## config.mk

```make
export PLATFORM = sky130hd
export DESIGN_NAME = leaf_spine_tx
export DESIGN_NICKNAME = d
export VERILOG_FILES = /design/src/rtl/leaf_spine_tx.sv
export SDC_FILE = /design/constraint.sdc
export NUM_CORES = 1
export LEC_CHECK = 0
export CAP_MARGIN = 0
export CORE_MARGIN = 1.5
export CORE_UTILIZATION = 52
export DETAILED_ROUTE_END_ITERATION = 10
export PLACE_DENSITY = 0.75
export SYNTH_ARGS = -nofsm -noshare
export SYNTH_HDL_FRONTEND = slang
export SYNTH_SLANG_ARGS = --single-unit
```

## constraint.sdc

```tcl
create_clock -name clk -period 2.82 [get_ports clk]
set_input_delay 0.564 -clock clk [delete_from_list [all_inputs] [get_ports clk]]
set_output_delay 0.564 -clock clk [all_outputs]
set_load 0.03 [all_outputs]
```

## src/rtl/leaf_spine_tx.sv

```systemverilog
// Leaf-to-spine transmit port: flit buffer plus credit-based flow control.
// Flits are sent only while the spine has free input-FIFO entries.
module leaf_spine_tx #(
  parameter int DWIDTH     = 16,
  parameter int FIFO_DEPTH = 8,
  parameter int CREDITS    = 8
) (
  input  logic                          clk,
  input  logic                          reset,
  input  logic [DWIDTH-1:0]             in_data,
  input  logic                          in_valid,
  output logic                          in_ready,
  output logic [DWIDTH-1:0]             out_data,
  output logic                          out_valid,
  input  logic                          credit_return,
  output logic [$clog2(FIFO_DEPTH):0]   fifo_count,
  output logic [6:0]                    credit_count,
  output logic                          credit_err
);

  localparam int AW = (FIFO_DEPTH > 1) ? $clog2(FIFO_DEPTH) : 1;
  localparam int CW = $clog2(FIFO_DEPTH) + 1;
  localparam logic [6:0] CRED = 7'(CREDITS);

  localparam logic [1:0] INIT   = 2'd0;
  localparam logic [1:0] IDLE   = 2'd1;
  localparam logic [1:0] SEND   = 2'd2;
  localparam logic [1:0] NOCRED = 2'd3;

  logic [1:0]        state_q, state_d;
  logic [AW-1:0]     wr_ptr_q, wr_ptr_d;
  logic [AW-1:0]     rd_ptr_q, rd_ptr_d;
  logic [CW-1:0]     cnt_q, cnt_d;
  logic [6:0]        cred_q, cred_d;
  logic              err_q, err_d;
  logic              ovalid_q, ovalid_d;
  logic [DWIDTH-1:0] odata_q, odata_d;
  logic [DWIDTH-1:0] mem_q [FIFO_DEPTH];

  logic push;
  logic pop;
  logic ret;

  assign in_ready = (cnt_q < CW'(FIFO_DEPTH));
  assign push     = in_valid && in_ready;
  // IDLE pops directly so a lone flit leaves one edge after its push.
  assign pop      = ((state_q == IDLE) || (state_q == SEND)) &&
                    (cnt_q != '0) && (cred_q != '0);
  assign ret      = credit_return && (state_q != INIT);

  // Buffer pointers, occupancy and output register.
  always_comb begin
    wr_ptr_d = wr_ptr_q;
    rd_ptr_d = rd_ptr_q;
    cnt_d    = cnt_q;
    ovalid_d = pop;
    odata_d  = odata_q;
    if (push) wr_ptr_d = wr_ptr_q + AW'(1);
    if (pop) begin
      rd_ptr_d = rd_ptr_q + AW'(1);
      odata_d  = mem_q[rd_ptr_q];
    end
    if (push && !pop)      cnt_d = cnt_q + CW'(1);
    else if (!push && pop) cnt_d = cnt_q - CW'(1);
  end

  // Credit accounting; an unmatched return at full credit is an overflow.
  always_comb begin
    cred_d = cred_q;
    err_d  = err_q;
    if (state_q == INIT) begin
      cred_d = CRED;
    end else if (ret && !pop) begin
      if (cred_q >= CRED) err_d = 1'b1;
      else cred_d = cred_q + 7'd1;
    end else if (!ret && pop) begin
      cred_d = cred_q - 7'd1;
    end
  end

  // Transmit state machine.
  always_comb begin
    state_d = state_q;
    case (state_q)
      INIT: state_d = IDLE;
      IDLE: begin
        if (cnt_q != '0) begin
          if (cred_q != '0) state_d = SEND;
          else state_d = NOCRED;
        end
      end
      SEND: begin
        if (cnt_q == '0) state_d = IDLE;
        else if (cred_q == '0) state_d = NOCRED;
      end
      NOCRED: if (cred_q != '0) state_d = SEND;
      default: state_d = INIT;
    endcase
  end

  // Control and output state, cleared asynchronously.
  always_ff @(posedge clk or posedge reset) begin
    if (reset) begin
      state_q  <= INIT;
      wr_ptr_q <= '0;
      rd_ptr_q <= '0;
      cnt_q    <= '0;
      cred_q   <= '0;
      err_q    <= 1'b0;
      ovalid_q <= 1'b0;
      odata_q  <= '0;
    end else begin
      state_q  <= state_d;
      wr_ptr_q <= wr_ptr_d;
      rd_ptr_q <= rd_ptr_d;
      cnt_q    <= cnt_d;
      cred_q   <= cred_d;
      err_q    <= err_d;
      ovalid_q <= ovalid_d;
      odata_q  <= odata_d;
    end
  end

  // Flit storage; contents are don't-care until written.
  always_ff @(posedge clk) begin
    if (push) mem_q[wr_ptr_q] <= in_data;
  end

  assign out_data     = odata_q;
  assign out_valid    = ovalid_q;
  assign fifo_count   = cnt_q;
  assign credit_count = cred_q;
  assign credit_err   = err_q;

endmodule

```

### Word level (Yosys, flattened, before mapping)

Memory sizes are Yosys's and may differ from the RTL's. A register that Yosys moved wholly into a read port is not among the register bits.
Cells that the tools add are included.

| cells by class | value |
|---|---|
| reductions and logical operators | 23 |
| equal/unequal tests | 7 |
| divide/modulo/power cells | 0 |
| $mul | 0 |
| shifts and indexed selects | 0 |
| $add $sub $neg | 6 |
| mux-type cells | 14 |
| bitwise gates (word level) | 1 |
| order comparisons | 2 |

Operators by type and width:

| operator | count |
|---|---|
| $mux 7 | 4 |
| $logic_and 1x1->1 | 8 |
| $mux 2 | 4 |
| $mux 4 | 2 |
| $pmux 2 s4 | 1 |
| $add 7x1->7 const B | 1 |
| $ge 7x4->1 const B | 1 |
| $logic_not 7->1 | 1 |
| $reduce_bool 7->1 | 1 |
| $sub 7x1->7 const B | 1 |
| $add 3x1->3 const B | 2 |
| $reduce_and 3->1 | 2 |
| $add 4x1->4 const B | 1 |
| $eq 2x2->1 const B | 2 |
| $logic_not 4->1 | 1 |
| $lt 4x4->1 const B | 1 |
| $reduce_bool 2->1 | 2 |
| $reduce_bool 4->1 | 1 |
| $sub 4x1->4 const B | 1 |
| $logic_not 1->1 | 3 |
| $mux 1 | 3 |
| $ne 3x1->1 const B | 1 |
| $ne 3x3->1 const B | 1 |
| $reduce_bool 3->1 | 1 |
| other kinds (7) | 7 |

| word-level totals | value |
|---|---|
| bits in writable memories | 128 |
| bits of input ports | 20 |
| bits in latches | 0 |
| output and inout port bits | 30 |
| flip-flop bits (word level) | 21 |
| word-level logic and storage cells | 61 |
| memories kept | 1 |
| memory bits (read-only) | 0 |

Memories:

| name | words | width | rd ports | clocked after memory_dff | wr ports | RTL line | source |
|---|---|---|---|---|---|---|---|
| mem_q | 8 | 16 | 1 | 1 | 1 | 38 | `logic [DWIDTH-1:0] mem_q [FIFO_DEPTH];` |

### Logic depth before layout (Yosys ltp)

Gate-level depths: netlist of the first run.

| depth | value |
|---|---|
| word-level depth | 8 |
| mapped depth | 14 |
| mapped depth without buffers | 12 |

### Least setup slack after synthesis of the first run

Ideal clock, no wire load.

| timing path | value |
|---|---|
| kind | register to register |
| from | register cnt_q[0], in the netlist fifo_count[0] |
| to | register cred_q[6], in the netlist credit_count[6] |
| slack | -0.104 ns |
| stages on the path, launching flop included | 11 |
| buffers on the path | 1 |
| data arrival time | 2.797 ns |
| cells stage by stage | dfrtp_1 > o41ai_2 > a21o_1 > buf_6 > nand3_1 > ha_1 > a21oi_1 > nand2_1 > a31oi_1 > mux2i_1 > mux2_1 |

| between the ends | value |
|---|---|
| longest elaborated chain between the ends | 7 |

RTL lines:

| what | RTL line | source |
|---|---|---|
| start: declaration | 33 | `logic [CW-1:0] cnt_q, cnt_d;` |
| start signal: assignment | 116 | `cnt_q <= cnt_d;` |
| $reduce_bool 4->1 * | 48 | `(cnt_q != '0) && (cred_q != '0);` |
| $logic_and 1x1->1 * | 47 | `assign pop = ((state_q == IDLE) \|\| (state_q == SEND)) &&` |
| $logic_and 1x1->1 * | 48 |  |
| $logic_not 1->1 | 73 | `end else if (ret && !pop) begin` |
| $logic_and 1x1->1 | 73 |  |
| $ne 3x3->1 (no source line) (tied with other cells) | -- |  |
| $reduce_and 2->1 (no source line) / $mux 7 (equally long branches) | -- |  |
| end signal: assignment | 117 | `cred_q <= cred_d;` |
| end: declaration | 34 | `logic [6:0] cred_q, cred_d;` |

Every way passes the cells marked *; elsewhere a longest branch is shown, timed or not.
A chain may end at the register's enable or synchronous reset.

### Worst setup path after layout of the first run

| timing path | value |
|---|---|
| from | register state_q[0] |
| to | register cred_q[6], in the netlist credit_count[6] |

| between the ends | value |
|---|---|
| longest elaborated chain between the ends | 8 |

RTL lines:

| what | RTL line | source |
|---|---|---|
| start: declaration | 30 | `logic [1:0] state_q, state_d;` |
| start signal: assignment | 113 | `state_q <= state_d;` |
| $eq 2x1->1 / $eq 2x2->1 (equally long branches) | 47 |  |
| $logic_or 1x1->1 | 47 |  |
| $logic_and 1x1->1 | 47 |  |
| $logic_and 1x1->1 | 48 |  |
| $logic_not 1->1 | 73 |  |
| $logic_and 1x1->1 | 73 |  |
| $ne 3x3->1 (no source line) (tied with other cells) | -- |  |
| $reduce_and 2->1 (no source line) / $mux 7 (equally long branches) | -- |  |

Parallel ways exist; a longest one is shown, timed or not.

==> flow_metrics.tcl, run 1 <==
set metrics [dict create \
    slowest_stage "dfrtp_1" \
    outcome "finished, final reports clean" \
    numCtsBuffers 17 \
    r2r-end "credit_count[6]" \
    synth_largest_area_cell "edfxtp_1" \
    gp_congestion 0.823 \
    drt_pre_antenna_iters 4 \
    antenna_found_initial 0 \
    min_from "credit_err" \
    fp-row-count 41 \
    cp_max_fo 8 \
    clk_pin_slew_worst_paths_ps 60 \
    insertion_delay_ps 430 \
    drive_gt1_frac 0.225 \
    regToRegStartpoint "state_q[0]" \
    leakagePower_nw 2.92 \
    period_needed_ps 2680 \
    io_pins 50 \
    synthArstFlopShare 0.224 \
    hold_viol 0 \
    synth-main-ff-cell "edfxtp_1" \
    final_area_um2 8170 \
    fin_tns_setup_ps 0 \
    holdPathEnd "credit_err" \
    netlist_top_cells_area "edfxtp_1 (57%), dfrtp_1 (14%), mux4_2 (11%)" \
    routedWlPerCell_um 19.6 \
    core_um2 12600 \
    drc 0 \
    ys_seq_elements 165 \
    ys_types 42 \
    cts-root-buf "clkbuf_16" \
    die_h_um 117 \
    synth_nets 412 \
    setup_viol 0 \
    cts_sinks 165 \
    cpMostUsedCell "ha_1" \
    dr_total_vias 3509 \
    placed_area_um2 7580 \
    netlist.area_leader.share 0.572 \
    synth_most_common_cell "edfxtp_1" \
    synth.avg_cell_area_um2 18.0 \
    fin_ws_ps 139 \
    ant_nets 0 \
    final_cells 638 \
    multi_input_area_um2 1880 \
    syn_inst 374 \
    gr-total-overflow 0 \
    grt_usage 0.206 \
    peakVddDrop_uv 569 \
    crit_type "reg2reg" \
    synth_edf_count 128 \
    worstPathRequired_ps 3120 \
    yosys_warnings 0 \
    r2r_slack_ps 140 \
    slowest_delay_ps 390 \
    dpl.hpwl_um 7580 \
    final_net_count 491 \
    cp-start-kind "register" \
    antenna_cells 0 \
    placed_cells_incl_taps 603 \
    post-route-period-util 0.951 \
    dieArea_um2 13600 \
    drt-vias-per-instance 5.50 \
    clk_path_buf_depth 2 \
    die_w_um 117 \
    worstPathArrival_ps 2980 \
    dp_slack_ps 29.7 \
    synth.cell_area_um2 6720 \
    synth_common_cells "edfxtp_1 (128), dfrtp_1 (37), mux4_2 (32), nand2_1 (28), o21ai_0 (18)" \
    worst_slew_pin_slew_ps 643 \
    cts_hold_buf 0 \
    port_buffers 49 \
    htreeDepth 4 \
    fin_util 0.647 \
    relSlewSlack 0.571 \
    whs_path_depth 1 \
    min-delay-path-class "reg2reg" \
    grt_pass1_wl_um 19800 \
    crit_chain "inv_1 -> ha_1 -> o41ai_2 -> a21o_1 -> nand3_4 -> ha_1 -> a21oi_2 -> nand2_2 -> a31oi_2 -> mux2i_1 -> mux2_1" \
    fmaxAchievable_mhz 373 \
    clock_skew_ps 18.4 \
    initial_core_util 0.532 \
    total_power_mw 9.59 \
    area_growth_pct 21.6 \
    drt_iter0_markers 238 \
    grt_max_degree 37 \
    grt_pass1_vias 3692 \
    ys_seq_area_frac 0.710 \
    maxCapViolations 0 \
    end_kind "register" \
    holdWs_ps 476 \
    cts_tree "built" \
    power_density_nw_per_um2 1170 \
    slew_viol_final 0 \
    fill_cells 908 \
    wl_um 12500 \
    regArea_um2 4770 \
    reg2reg_depth 11 \
]
area by class of cell:
| class | count | share of cell area |
|---|---|---|
| Sequential cell | 165 | 0.584 |
| Clock inverter | 13 | 0.0138 |
| Inverter | 10 | 0.00490 |
| Clock buffer | 19 | 0.0530 |
| Tap cell | 172 | 0.0263 |
| Multi-Input combinational cell | 183 | 0.230 |
| Timing Repair Buffer | 76 | 0.0879 |
metal layers:
layer | up-vias | global-route usage | wire (um)
met1 | 1795 | 0.252 | 5020
met4 | 0 | 0.0843 | 143
met5 | - | 0 | 0
met3 | 8 | 0.0545 | 611
met2 | 93 | 0.352 | 6730
li1 | 1613 | - | -
report_power, final:
group	internal, mW	switching [mW]	leakage [nW]	total, mW
sequential	3.14	0.314	1.60	3.45
clock	1.21	0.903	0.254	2.11
combinational	1.87	2.16	1.07	4.03
total	6.21	3.38	2.92	9.59
worst max-delay path by stage:
stage | slack, ps | start | depth (start not counted) | to
after floorplan | 70 | fifo_count[0] | 10 | credit_count[6]
after global placement | 110 | credit_return | 8 | credit_count[6]
after detailed placement | 30 | credit_return | 8 | credit_count[6]
after CTS | 9 | state_q[0] | 11 | credit_count[6]
after global routing | -2 | state_q[0] | 11 | credit_count[6]
final | 140 | state_q[0] | 11 | credit_count[6]
state kept, by name (all words and copies together) (netlist names):
name,cells
out_data,16
credit_count,7
wr_ptr_q,3
mem_q,128
rd_ptr_q,3
state_q,2
credit_err,1
out_valid,1
fifo_count,4
worst max-delay path, delay by kind of cell (launching register included):
family / cells / cell delay (ps)
AOI/OAI and AO/OA: 4 / 640
adders and majority gates: 2 / 680
buffers and inverters: 1 / 80
DFF: 1 / 390
muxes: 2 / 550
and+or+nand+nor: 2 / 230
cell usage in the layout, fill, tap and decap left out, types with 3 or more instances in the layout:
cell type	n
nor2_1	9
edfxtp_1	128
a21o_1	5
clkdlybuf4s50_1	49
nand2_1	27
mux2_2	3
mux2i_1	17
a21oi_1	4
ha_1	16
inv_1	9
dfrtp_2	4
o31ai_1	4
mux4_2	32
buf_4	25
clkinvlp_4	4
xor2_1	3
xnor2_1	10
nand2b_1	3
o21ai_0	18
clkinv_4	4
dfrtp_1	33
clkbuf_16	17
kinds of logic (layout without fill, tap and decap cells):
kind of cell               count (synthesis)  in the layout  share of synthesized area
adders and majority gates                 18             18                     0.0358
DFF                                      165            165                      0.710
and+or+nand+nor                           56             56                     0.0393
muxes                                     53             53                      0.139
AOI/OAI and AO/OA                         43             43                     0.0412
xor gates and xnor gates                  13             13                     0.0170
buffers and inverters                     26            118                     0.0173
what timing repair did:
action / in CTS / in global routing
resized for setup: 0 / 5
hold endpoints to repair: 0 / 0
endpoints found under the setup margin: 0 / 1
setup buffers: 0 / 3
Note: power is estimated with default switching activity, not from simulation.
==> run 2, diff against run 1 <==
==> constraint.sdc (replaced) <==
create_clock -name clk -period 2.36 [get_ports clk]
set_input_delay 0.472 -clock clk [delete_from_list [all_inputs] [get_ports clk]]
set_output_delay 0.472 -clock clk [all_outputs]
set_load 0.03 [all_outputs]
==> flow_metrics.tcl, run 2 (synthesized netlist as in run 1, its figures left out) <==
set metrics [dict create \
    ant_nets 0 \
    layout_commonest_cell "edfxtp_1" \
    rsz0062_at_grt "yes" \
    cts_sinks 165 \
    cts_tree "built" \
    worstPathRequired_ps 2650 \
    die_w_um 117 \
    initial_core_util 0.532 \
    io_pins 50 \
    numCtsBuffers 17 \
    outcome "finished, violations left" \
    antenna_cells 0 \
    holdWs_ps 475 \
    grt_pass1_wl_um 20100 \
    drc 0 \
    dieArea_um2 13600 \
    final_area_um2 8580 \
    clk_path_buf_depth 2 \
    drive_gt1_frac 0.313 \
    total_power_mw 12.4 \
    cts_hold_buf 0 \
    setup_viol 4 \
    drt-vias-per-instance 5.40 \
    relSlewSlack 0.651 \
    cts-root-buf "clkbuf_16" \
    worst_slew_pin_slew_ps 524 \
    dr_total_vias 3618 \
    area_growth_pct 27.8 \
    largest_register_ffs 128 \
    fin_ws_ps -180 \
    gr-total-overflow 0 \
    grt_pass1_vias 3906 \
    insertion_delay_ps 410 \
    slew_viol_final 0 \
    drt_iter0_markers 147 \
    peakVddDrop_uv 621 \
    grt_usage 0.207 \
    final_cell_mix "edfxtp_1 (128), buf_4 (54), clkdlybuf4s50_1 (49), mux4_2 (32), dfrtp_1 (28)" \
    violations "negative setup slack" \
    fp-row-count 41 \
    period_needed_ps 2540 \
    min-delay-path-class "reg2reg" \
    grt_max_degree 38 \
    worstPathArrival_ps 2830 \
    cp-start-kind "register" \
    dpl.hpwl_um 8030 \
    port_buffers 49 \
    routedWlPerCell_um 18.9 \
    antenna_found_initial 0 \
    final_net_count 523 \
    power_density_nw_per_um2 1440 \
    clock_skew_ps 5.64 \
    end_kind "register" \
    top_register "mem_q" \
    crit_type "reg2reg" \
    leakagePower_nw 3.11 \
    core_um2 12600 \
    cp_max_fo 8 \
    fmaxAchievable_mhz 394 \
    drt_pre_antenna_iters 4 \
    maxCapViolations 0 \
    wl_um 12600 \
    htreeDepth 4 \
    hold_viol 0 \
    die_h_um 117 \
    post-route-period-util 1.08 \
    gp_congestion 0.802 \
    fill_cells 863 \
    placed_area_um2 7920 \
    clk_pin_slew_worst_paths_ps 60 \
]
==> run 2: worst paths after layout <==
path,cells after the start,slack [ps],endpoint,from
min in group asynchronous,3,490,out_data[3],reset
max,12,-180,credit_count[6],state_q[1]
max reg2reg,12,-180,credit_count[6],state_q[1]
max in group asynchronous,3,1480,rd_ptr_q[0],reset
min reg2reg,2,480,out_data[15],out_data[15]
min,2,480,out_data[15],out_data[15]
==> run 2: power breakdown <==
group	switching (mW)	internal [mW]	leakage (nW)	total, mW
clock network	1.02	1.61	0.279	2.63
registers	0.340	3.76	1.59	4.10
logic	2.83	2.80	1.24	5.63
total	4.19	8.17	3.11	12.4
==> run 2: layout make-up <==
cell class | instances | area, um2 | area share
inverter | 10 | 40.0 | 0.00467
multi-input combinational | 183 | 1990 | 0.232
sequential | 165 | 4780 | 0.557
clock buffer | 23 | 468 | 0.0545
timing repair buffer | 108 | 978 | 0.114
tap | 172 | 215 | 0.0251
clock inverter | 9 | 104 | 0.0121
==> run 2: critical path, stage by stage (launching register included) <==
cell and delay, ps:
dfrtp_1 360, inv_2 60, ha_4 270, o41ai_4 70
a21o_1 200, nand3_4 190, inv_2 60, fa_2 330
nand3b_1 190, nand2_2 90, a31oi_2 80, mux2i_1 170
mux2_1 340
==> run 2: repair_timing <==
item	in CTS	in global routing
endpoints found under the setup margin	3	5
resized for setup	7	7
setup buffers	3	3
pin swaps	4	6
==> run 2: layer usage <==
layer / track usage / vias up / share of wire
met3: 0.0400 / 21 / 0.048
li1: - / 1680 / -
met2: 0.375 / 97 / 0.54
met4: 0.0867 / 0 / 0.020
met5: 0 / - / 0
met1: 0.244 / 1820 / 0.39
==> run 2: per-stage QoR <==
step                 util  setup WS, ps  TNS (ps)  std cells
global route        0.680          -266      -963        670
floorplan               -          -225      -492        374
detailed placement  0.627          -326      -695        635
CTS                 0.676          -184      -326        669
global placement    0.627          -242      -480        635
finish              0.680          -180      -367        670
==> run 3, diff against run 2 <==
--- a/config.mk
+++ b/config.mk
@@ -7,9 +7,10 @@
 export LEC_CHECK = 0
 export CAP_MARGIN = 0
 export CORE_MARGIN = 1.5
-export CORE_UTILIZATION = 52
+export CORE_UTILIZATION = 50
 export DETAILED_ROUTE_END_ITERATION = 10
-export PLACE_DENSITY = 0.75
+export PLACE_DENSITY = 0.73
+export SLEW_MARGIN = 10
 export SYNTH_ARGS = -nofsm -noshare
 export SYNTH_HDL_FRONTEND = slang
 export SYNTH_SLANG_ARGS = --single-unit
==> flow_metrics.tcl, run 3 (synthesized netlist as in run 1, its figures left out) <==
set metrics [dict create \
    outcome "finished, violations left" \
    violations "negative setup slack" \
    p_clk_frac 0.213 \
    whs_path_depth 1 \
    dpl.hpwl_um 8420 \
    cts-root-buf "clkbuf_16" \
    relSlewSlack 0.629 \
    r2r_slack_ps -190 \
    sw_frac_of_total 0.343 \
    cp-start-kind "register" \
    layout_commonest_cell "edfxtp_1" \
    worstPathRequired_ps 2650 \
    setup_viol 2 \
    grt_pass1_wl_um 21100 \
    drc 0 \
    gr-usage-met2 0.349 \
    power.internal_mw 8.23 \
    holdWs_ps 463 \
    worst_slew_pin_slew_ps 557 \
    rsz0062_at_grt "yes" \
    hold_viol 0 \
    drt-vias-per-instance 5.48 \
    ant_nets 0 \
    combPwrFrac 0.461 \
    largest_register_ffs 128 \
    die_w_um 119 \
    min-delay-path-class "reg2reg" \
    slowest_delay_ps 420 \
    slew_viol_final 0 \
    initial_core_util 0.509 \
    cts_hold_buf 0 \
    fin_util 0.651 \
    min_from "credit_err" \
    core_um2 13200 \
    worst-path-buf-inv 1 \
    fin_tns_setup_ps -309 \
    cts_tree "built" \
    clk_pin_slew_worst_paths_ps 60 \
    die_h_um 119 \
    post-route-period-util 1.08 \
    gr-total-overflow 0 \
    peakVddDrop_uv 783 \
    final_net_count 523 \
    gp_congestion 0.802 \
    crit_chain "o41ai_4 -> a21o_1 -> nand3_4 -> buf_12 -> ha_4 -> a21o_1 -> a31oi_2 -> mux2i_1 -> mux2_1" \
    final_cell_mix "edfxtp_1 (128), buf_4 (55), clkdlybuf4s50_1 (49), mux4_2 (32), dfrtp_1 (28)" \
    power_density_nw_per_um2 1460 \
    placed_area_um2 7890 \
    fin_ws_ps -190 \
    drt_pre_antenna_iters 4 \
    grt_usage 0.203 \
    insertion_delay_ps 410 \
    cp_max_fo 6 \
    cpMostUsedCell "a21o_1" \
    area_growth_pct 27.8 \
    clk_path_buf_depth 2 \
    grt.busiest_layer "met2" \
    dr_total_vias 3692 \
    wl_um 13400 \
    drt_iter0_markers 202 \
    final_area_um2 8580 \
    regToRegStartpoint "fifo_count[3]" \
    clock_skew_ps 6.22 \
    r2r-end "credit_count[6]" \
    grt_max_degree 38 \
    numCtsBuffers 17 \
    reg2reg_depth 9 \
    routedWlPerCell_um 19.9 \
    antenna_cells 0 \
    end_kind "register" \
    cts_sinks 165 \
    grt_util_met3 0.0374 \
    period_needed_ps 2550 \
    grt_pass1_vias 3838 \
    port_buffers 49 \
    top_register "mem_q" \
    antenna_found_initial 0 \
    holdPathEnd "credit_err" \
    cpLargestDelayFamily "compound AO/OA/AOI/OAI gates" \
    worstPathArrival_ps 2840 \
    crit_type "reg2reg" \
    share_seq_of_total_power 0.326 \
    maxCapViolations 0 \
    p_sw_mw 4.30 \
    io_pins 50 \
    fill_cells 878 \
    htreeDepth 4 \
    dieArea_um2 14100 \
    fmaxAchievable_mhz 392 \
    leakagePower_nw 3.11 \
    met1_usage 0.264 \
    fp-row-count 42 \
    drive_gt1_frac 0.309 \
    slowest_stage "dfrtp_2" \
]
==> run 3: how the worst max path moves through the flow <==
stage | startpoint | to | slack (ps) | depth (start not counted)
floorplan | fifo_count[3] | fifo_count[3] | -230 | 12
global placement | credit_return | credit_count[6] | -250 | 8
detailed placement | credit_return | credit_count[6] | -300 | 8
CTS | state_q[1] | credit_count[6] | -170 | 12
global route | fifo_count[3] | credit_count[6] | -310 | 9
finish | fifo_count[3] | credit_count[6] | -190 | 9
==> run 3: layout make-up <==
cell class                      count  area, um2  area share
Clock buffer                       19        433      0.0504
Inverter                           10       40.0     0.00467
Multi-Input combinational cell    183       1990       0.232
Clock inverter                     13        139      0.0162
Sequential cell                   165       4780       0.557
Timing Repair Buffer              108        975       0.114
Tap cell                          176        220      0.0257
==> run 3: metal layers <==
| layer | wire length [um] | share of wire |
|---|---|---|
| met3 | 490 | 0.037 |
| met5 | 0 | 0 |
| met1 | 5700 | 0.42 |
| met2 | 7050 | 0.52 |
| met4 | 189 | 0.014 |
==> run 3: timing repair <==
action,in CTS,in global routing
pin swaps,8,8
setup buffers,5,1
endpoints found under the hold margin,0,0
gates resized for setup,8,4
endpoints found under the setup margin,3,6
==> run 3: stage by stage <==
stage	power, mW	worst slack [ps]	std cells
2_1_floorplan	7.61	-225	374
3_3_place_gp	9.36	-248	636
3_5_place_dp	9.55	-302	636
4_1_cts	12.5	-170	673
5_1_grt	13.3	-306	674
6_report	12.5	-190	674
==> run 3: power groups by stage <==
stage / sequential [mW] / clock, mW / combinational [mW]
after detailed placement: 4.14 / 0 / 5.41
after global placement: 4.11 / 0 / 5.25
final: 4.09 / 2.67 / 5.77
after floorplan: 4.59 / 0 / 3.03
after CTS: 4.09 / 2.74 / 5.71
after global routing: 4.14 / 2.83 / 6.29
==> run 3: worst reg2reg max path, stage by stage (launching register included) <==
cell and delay, ps:
dfrtp_2 420, o41ai_4 370, a21o_1 180, nand3_4 160
buf_12 180, ha_4 220, a21o_1 170, a31oi_2 180
mux2i_1 220, mux2_1 330
